### src/rtl/lock_pkg.sv
// Shared types and key encoding for the password-lock input path.
// Key codes are indexed by {row, col} of the 4x4 matrix keypad.
package lock_pkg;

   typedef enum logic [1:0] {
      S_IDLE     = 2'd0,
      S_DEBOUNCE = 2'd1,
      S_PRESSED  = 2'd2
   } KeyState;

   typedef enum logic [1:0] {
      R_NONE   = 2'd0,
      R_SINGLE = 2'd1,
      R_MULTI  = 2'd2
   } ScanResult;

   // Entry 15 first: r3 = E 0 F D, r2 = 7 8 9 C, r1 = 4 5 6 B, r0 = 1 2 3 A
   localparam logic [15:0][3:0] KEY_MAP = {
      4'hD, 4'hF, 4'h0, 4'hE,
      4'hC, 4'h9, 4'h8, 4'h7,
      4'hB, 4'h6, 4'h5, 4'h4,
      4'hA, 4'h3, 4'h2, 4'h1
   };

   function automatic logic [3:0] key_code(input logic [1:0] r, input logic [1:0] c);
      return KEY_MAP[{r, c}];
   endfunction

   function automatic logic [2:0] count_low(input logic [3:0] rows);
      logic [2:0] n;
      n = 3'd0;
      for (int i = 0; i < 4; i++) begin
         n = n + {2'b00, ~rows[i]};
      end
      return n;
   endfunction

   function automatic logic [1:0] first_low(input logic [3:0] rows);
      if (!rows[0]) begin
         return 2'd0;
      end else if (!rows[1]) begin
         return 2'd1;
      end else if (!rows[2]) begin
         return 2'd2;
      end else begin
         return 2'd3;
      end
   endfunction

endpackage

### src/rtl/input_synchronizer.sv
// Two-flop synchronizer for asynchronous inputs; resets to all-ones
// so idle pulled-up lines read as inactive straight out of reset.
module input_synchronizer #(
   parameter int WIDTH = 4
) (
   input  logic             clk_i,
   input  logic             rst_ni,
   input  logic [WIDTH-1:0] d_i,
   output logic [WIDTH-1:0] q_o
);

   logic [WIDTH-1:0] meta_q;
   logic [WIDTH-1:0] sync_q;

   // Two-stage capture of the asynchronous input.
   always_ff @(posedge clk_i) begin
      if (!rst_ni) begin
         meta_q <= {WIDTH{1'b1}};
         sync_q <= {WIDTH{1'b1}};
      end else begin
         meta_q <= d_i;
         sync_q <= meta_q;
      end
   end

   assign q_o = sync_q;

endmodule

### src/rtl/keypad_scanner.sv
// 4x4 active-low keypad scanner: column scan, per-scan key classification,
// press/release debounce and one digitValid pulse per accepted press.
module keypad_scanner
   import lock_pkg::*;
#(
   parameter int SCAN_DIV       = 4,
   parameter int DEBOUNCE_SCANS = 3
) (
   input  logic       CLK,
   input  logic       RST,
   input  logic [3:0] row,
   output logic [3:0] col,
   output logic [3:0] digit,
   output logic       digitValid,
   output logic       keyHeld,
   output logic       multiKey
);

   localparam int DIV_W = (SCAN_DIV > 1) ? $clog2(SCAN_DIV) : 1;
   localparam int CNT_W = $clog2(DEBOUNCE_SCANS + 1);
   localparam logic [DIV_W-1:0] DIV_LAST = DIV_W'(SCAN_DIV - 1);
   localparam logic [CNT_W-1:0] CNT_MAX  = CNT_W'(DEBOUNCE_SCANS);

   logic [3:0]       rowSync_s;
   logic [DIV_W-1:0] divCnt_q, divCnt_d;
   logic [1:0]       colIdx_q, colIdx_d;
   logic [1:0]       hitCnt_q, hitCnt_d;
   logic [3:0]       hitCode_q, hitCode_d;
   ScanResult        scanRes_q, scanRes_d;
   logic [3:0]       scanCode_q, scanCode_d;
   logic             scanDone_q, scanDone_d;
   logic             multiKey_q, multiKey_d;
   KeyState          state_q, state_d;
   logic [3:0]       cand_q, cand_d;
   logic [CNT_W-1:0] cnt_q, cnt_d;
   logic [CNT_W-1:0] relCnt_q, relCnt_d;
   logic [3:0]       digit_q, digit_d;
   logic             digitValid_q, digitValid_d;
   logic             keyHeld_q, keyHeld_d;

   logic [2:0]       totRaw_s;
   logic [1:0]       total_s;
   logic [3:0]       mergedCode_s;
   logic [CNT_W-1:0] cntInc_s;
   logic [CNT_W-1:0] relInc_s;

   input_synchronizer #(.WIDTH(4)) u_row_sync (
      .clk_i  (CLK),
      .rst_ni (RST),
      .d_i    (row),
      .q_o    (rowSync_s)
   );

   // Key count saturates at 2: anything beyond one key is just "multi".
   assign totRaw_s     = {1'b0, hitCnt_q} + count_low(rowSync_s);
   assign total_s      = (totRaw_s >= 3'd2) ? 2'd2 : totRaw_s[1:0];
   assign mergedCode_s = (hitCnt_q == 2'd0) ? key_code(first_low(rowSync_s), colIdx_q) : hitCode_q;
   assign cntInc_s     = (cnt_q == CNT_MAX) ? cnt_q : cnt_q + CNT_W'(1);
   assign relInc_s     = (relCnt_q == CNT_MAX) ? relCnt_q : relCnt_q + CNT_W'(1);

   // Column divider, row sampling and end-of-scan classification.
   always_comb begin
      divCnt_d   = divCnt_q;
      colIdx_d   = colIdx_q;
      hitCnt_d   = hitCnt_q;
      hitCode_d  = hitCode_q;
      scanRes_d  = scanRes_q;
      scanCode_d = scanCode_q;
      scanDone_d = 1'b0;
      if (scanDone_q) begin
         multiKey_d = (scanRes_q == R_MULTI);
      end else begin
         multiKey_d = multiKey_q;
      end
      if (divCnt_q == DIV_LAST) begin
         divCnt_d = '0;
         colIdx_d = colIdx_q + 2'd1;
         if (colIdx_q == 2'd3) begin
            scanDone_d = 1'b1;
            hitCnt_d   = 2'd0;
            hitCode_d  = 4'h0;
            case (total_s)
               2'd0: begin
                  scanRes_d  = R_NONE;
                  scanCode_d = 4'h0;
               end
               2'd1: begin
                  scanRes_d  = R_SINGLE;
                  scanCode_d = mergedCode_s;
               end
               default: begin
                  scanRes_d  = R_MULTI;
                  scanCode_d = 4'h0;
               end
            endcase
         end else begin
            hitCnt_d  = total_s;
            hitCode_d = mergedCode_s;
         end
      end else begin
         divCnt_d = divCnt_q + DIV_W'(1);
      end
   end

   // Debounce FSM; only moves on the cycle a scan result is registered.
   always_comb begin
      state_d      = state_q;
      cand_d       = cand_q;
      cnt_d        = cnt_q;
      relCnt_d     = relCnt_q;
      digit_d      = digit_q;
      digitValid_d = 1'b0;
      keyHeld_d    = keyHeld_q;
      if (scanDone_q) begin
         case (state_q)
            S_IDLE: begin
               if (scanRes_q == R_SINGLE) begin
                  cand_d   = scanCode_q;
                  cnt_d    = CNT_W'(1);
                  relCnt_d = '0;
                  if (DEBOUNCE_SCANS == 1) begin
                     state_d      = S_PRESSED;
                     digit_d      = scanCode_q;
                     digitValid_d = 1'b1;
                     keyHeld_d    = 1'b1;
                  end else begin
                     state_d = S_DEBOUNCE;
                  end
               end else begin
                  state_d = S_IDLE;
               end
            end
            S_DEBOUNCE: begin
               if (scanRes_q == R_SINGLE && scanCode_q == cand_q) begin
                  cnt_d = cntInc_s;
                  if (cntInc_s == CNT_MAX) begin
                     state_d      = S_PRESSED;
                     relCnt_d     = '0;
                     digit_d      = cand_q;
                     digitValid_d = 1'b1;
                     keyHeld_d    = 1'b1;
                  end else begin
                     state_d = S_DEBOUNCE;
                  end
               end else if (scanRes_q == R_SINGLE) begin
                  cand_d = scanCode_q;
                  cnt_d  = CNT_W'(1);
               end else begin
                  state_d = S_IDLE;
                  cnt_d   = '0;
               end
            end
            S_PRESSED: begin
               if (scanRes_q == R_NONE) begin
                  relCnt_d = relInc_s;
                  if (relInc_s == CNT_MAX) begin
                     state_d   = S_IDLE;
                     relCnt_d  = '0;
                     cnt_d     = '0;
                     keyHeld_d = 1'b0;
                  end else begin
                     state_d = S_PRESSED;
                  end
               end else begin
                  relCnt_d = '0;
               end
            end
            default: begin
               state_d   = S_IDLE;
               cnt_d     = '0;
               relCnt_d  = '0;
               keyHeld_d = 1'b0;
            end
         endcase
      end else begin
         state_d = state_q;
      end
   end

   // State registers with synchronous active-low reset.
   always_ff @(posedge CLK) begin
      if (!RST) begin
         divCnt_q     <= '0;
         colIdx_q     <= 2'd0;
         hitCnt_q     <= 2'd0;
         hitCode_q    <= 4'h0;
         scanRes_q    <= R_NONE;
         scanCode_q   <= 4'h0;
         scanDone_q   <= 1'b0;
         multiKey_q   <= 1'b0;
         state_q      <= S_IDLE;
         cand_q       <= 4'h0;
         cnt_q        <= '0;
         relCnt_q     <= '0;
         digit_q      <= 4'h0;
         digitValid_q <= 1'b0;
         keyHeld_q    <= 1'b0;
      end else begin
         divCnt_q     <= divCnt_d;
         colIdx_q     <= colIdx_d;
         hitCnt_q     <= hitCnt_d;
         hitCode_q    <= hitCode_d;
         scanRes_q    <= scanRes_d;
         scanCode_q   <= scanCode_d;
         scanDone_q   <= scanDone_d;
         multiKey_q   <= multiKey_d;
         state_q      <= state_d;
         cand_q       <= cand_d;
         cnt_q        <= cnt_d;
         relCnt_q     <= relCnt_d;
         digit_q      <= digit_d;
         digitValid_q <= digitValid_d;
         keyHeld_q    <= keyHeld_d;
      end
   end

   assign col        = ~(4'b0001 << colIdx_q);
   assign digit      = digit_q;
   assign digitValid = digitValid_q;
   assign keyHeld    = keyHeld_q;
   assign multiKey   = multiKey_q;

endmodule

### config.mk
export PLATFORM = sky130hd
export DESIGN_NAME = keypad_scanner
export DESIGN_NICKNAME = d
export VERILOG_FILES = /design/src/rtl/lock_pkg.sv /design/src/rtl/input_synchronizer.sv /design/src/rtl/keypad_scanner.sv
export SDC_FILE = /design/constraint.sdc
export NUM_CORES = 1
export LEC_CHECK = 0
export BUFFER_PORTS_ARGS = -buffer_cell sky130_fd_sc_hd__buf_4
export CORE_AREA = 2 2 92 94
export DETAILED_ROUTE_END_ITERATION = 10
export DIE_AREA = 0 0 94 96
export PLACE_DENSITY = 0.45
export SYNTH_ARGS = -nofsm -noshare
export SYNTH_HDL_FRONTEND = slang
export SYNTH_SLANG_ARGS = --single-unit
### constraint.sdc
create_clock -name CLK -period 2.68 [get_ports CLK]
set_clock_uncertainty 0.2 [all_clocks]
set_input_delay 0.134 -clock CLK [delete_from_list [all_inputs] [get_ports CLK]]
set_output_delay 0.134 -clock CLK [all_outputs]
set_load 0.05 [all_outputs]
==> impl_metrics.ini <==
[outcome]
outcome = completed

[timing]
rsz0062_at_grt = true
whs_ps = 210.1
worstMarginPinSlew_ps = 512.4
slew_violations = 0
layout_min_cycle_time_ps = 2666
slew_headroom = 0.6584
setup_viol = 0
fmax_mhz = 375.0
finalHoldViolCount = 0
period_share = 0.9949

[hold_path]
hold_end = u_row_sync.q_o[3]$_SDFF_PN1_
min_path_cells = 1
worstHoldStart = u_row_sync.meta_q[3]$_SDFF_PN1_
hp-class = reg2reg

[job]
cap_violations = 0

[synthesis]
synthesis.area_um2 = 2046
yosysWarningCount = 0
syn-num-nets = 243
synth_edf_count = 0
seq_area_frac_synth = 0.4110
ys_ff_latch = 42
synth_top_area_cell = dfxtp_1
synth_area_per_cell_um2 = 9.012
synth_top_cell_area_share = 0.4110
synthCells = 227
synth.top_cells.by_area = dfxtp_1, ha_1, nand2b_1, mux2i_1, nand2_1
synthArstFlopShare = 0
synth_cell_type_count = 49
yosys_most_used_dff = dfxtp_1

[cells_and_area]
area_delta_synth_final_pct = 24.71
num-nets-final = 274
antennaDiodeCount = 0
fin_cells = 364
fillCellCount = 844
final_util = 0.3169
layout_common_cells = dfxtp_1, buf_4, nand2_1
fin_area_um2 = 2551
mostFrequentLayoutCell = dfxtp_1
drive_gt1_frac = 0.1892

[worst_setup_path]
crit_required_ps = 2710
reg2reg_depth = 9
crit_type = reg2reg
timing.rr.start = hitCnt_q[0]$_SDFFE_PN0P_
setup.worst_path.end_class = flip-flop
r2r_slack_ps = 10
r2r-end = scanCode_q[3]$_SDFFE_PN0P_
cp_max_fo = 3
worstSetupStartpointType = flip-flop
cp_data_arrival_time_ps = 2700

[detailed_routing]
post-route-drc-count = 0
dr_total_vias = 1594
ant_nets = 0
wl_per_cell_um = 11.52
vias_per_cell = 4.379
drt_iter0_drc = 30
routed_wl_um = 4195
drt_pass1_iterations = 4

[floorplan]
coreArea_um2 = 8051
die_x_um = 94
dieArea_um2 = 9024
num_rows = 33
initial_utilization = 0.2541
chipHeight_um = 96
io_pins = 17

[power_and_ir_drop]
leakagePower_nw = 0.9349
p_per_area_nw_per_um2 = 504.5
finalPower_mw = 1.287
vdd_ir_drop_max_mv = 0.2607

[cts]
cts_sinks = 42
cts_max_path_buffers = 2
clk_latency_ps = 290
htreeDepth = 2
cts_buffers = 5
cts_tree = done
clk_pin_slew_ps = 90
cts.root.buffer_cell = clkbuf_8

[global_routing]
grt_pass1_vias = 1465
grt_util_met2 = 0.1661
grt-busiest-layer = met2
met1_usage = 0.1347
grt_antenna_before_repair = 0
overflow = 0
grt_util_met3 = 0.02584
grt_start_max_net_pins = 30
grt_pass1_wl_um = 7307
grt_usage = 0.1022

[placed_design]
place_congestion = 0.7154
io_buffers = 16
placed_area_um2 = 2330
dp.cells = 346
hpwlAfterDp_um = 2939
cells in the mapped netlist, drive strengths merged, types with 2 or more instances:
cell type and instances:
dfxtp 42, nand2 21, a21oi 17, inv 16, nand2b 14, o21ai 14, nand3 13, nor2 10
mux2i 8, ha 7, clkbuf 6, nor2b 5, xnor2 5, buf 4, a31oi 3, and3 3
fa 3, nand4 3, nor3b 3, a211oi 2, a21boi 2, a311oi 2, and4 2, nand3b 2
o2111ai 2, or3 2
layer usage:
metal  up-vias  part of all wire
li1        851                 -
met4         0            0.0095
met2        16              0.46
met5         -                 0
met3         4             0.027
met1       723              0.51
worst max path at each step:
stage / start / end / slack [ps] / cells past startpoint
after global placement: hitCnt_q[0]$_SDFFE_PN0P_ / scanCode_q[3]$_SDFFE_PN0P_ / -10 / 9
after detailed placement: hitCnt_q[0]$_SDFFE_PN0P_ / scanCode_q[3]$_SDFFE_PN0P_ / -50 / 9
after CTS: hitCnt_q[0]$_SDFFE_PN0P_ / scanCode_q[3]$_SDFFE_PN0P_ / 10 / 9
final: hitCnt_q[0]$_SDFFE_PN0P_ / scanCode_q[3]$_SDFFE_PN0P_ / 10 / 9
after floorplan: hitCnt_q[0]$_SDFFE_PN0P_ / scanCode_q[3]$_SDFFE_PN0P_ / 2 / 9
after global routing: hitCnt_q[0]$_SDFFE_PN0P_ / scanCode_q[3]$_SDFFE_PN0P_ / -100 / 9
critical path, cell delays in order (launching register included):
cell     delay [ps]
dfxtp_2         340
inv_2            40
fa_1            490
inv_1            50
fa_2            340
fa_1            510
nor2_4          130
nand3_2          70
or3_1           310
a21oi_1         130
final cells by class:
type / count / area (um^2) / area share
Sequential cell: 42 / 843.3 / 0.3306
Tap cell: 105 / 131.4 / 0.05150
Multi-Input combinational cell: 159 / 1125 / 0.4409
Inverter: 16 / 60.06 / 0.02354
Clock buffer: 5 / 68.82 / 0.02697
Timing Repair Buffer: 34 / 277.8 / 0.1089
Clock inverter: 3 / 45.04 / 0.01766
where the power goes:
part / internal, mW / switching, mW / total (mW)
logic: 0.0586 / 0.0714 / 0.130
clock network: 0.277 / 0.235 / 0.513
registers: 0.638 / 0.00613 / 0.644
registers in the layout, indices dropped and copies added, names as in the netlist:
register,cells
colIdx_q,2
u_row_sync.q_o,4
relCnt_q,2
cand_q,4
keyHeld,1
divCnt_q,2
state_q,2
hitCode_q,4
hitCnt_q,2
cnt_q,2
digit,4
scanCode_q,4
scanRes_q,2
scanDone_q,1
u_row_sync.meta_q,4
digitValid,1
multiKey,1
stage by stage:
| stage | worst slack (ps) | setup TNS (ps) |
|---|---|---|
| 2_1_floorplan | 1.526 | 0 |
| 3_3_place_gp | -13.92 | -13.92 |
| 3_5_place_dp | -45.06 | -64.49 |
| 4_1_cts | 13.19 | 0 |
| 5_1_grt | -97.36 | -187.6 |
| 6_report | 13.58 | 0 |
timing repair:
action / in CTS / in global routing
resized for setup: 1 / 2
pin swaps: 3 / 5
setup endpoints to repair: 2 / 6
endpoints found under the hold margin: 8 / 0
hold buffers: 9 / 0
buffers inserted: 1 / 0
cell families after synthesis:
family	share of synthesized area
xor+xnor	0.02141
buf+inv	0.04893
simple gates	0.2257
flops	0.4110
fa+ha+maj	0.07217
compound gates	0.1743
mux	0.04648
Power figures use the tool's default switching activity.
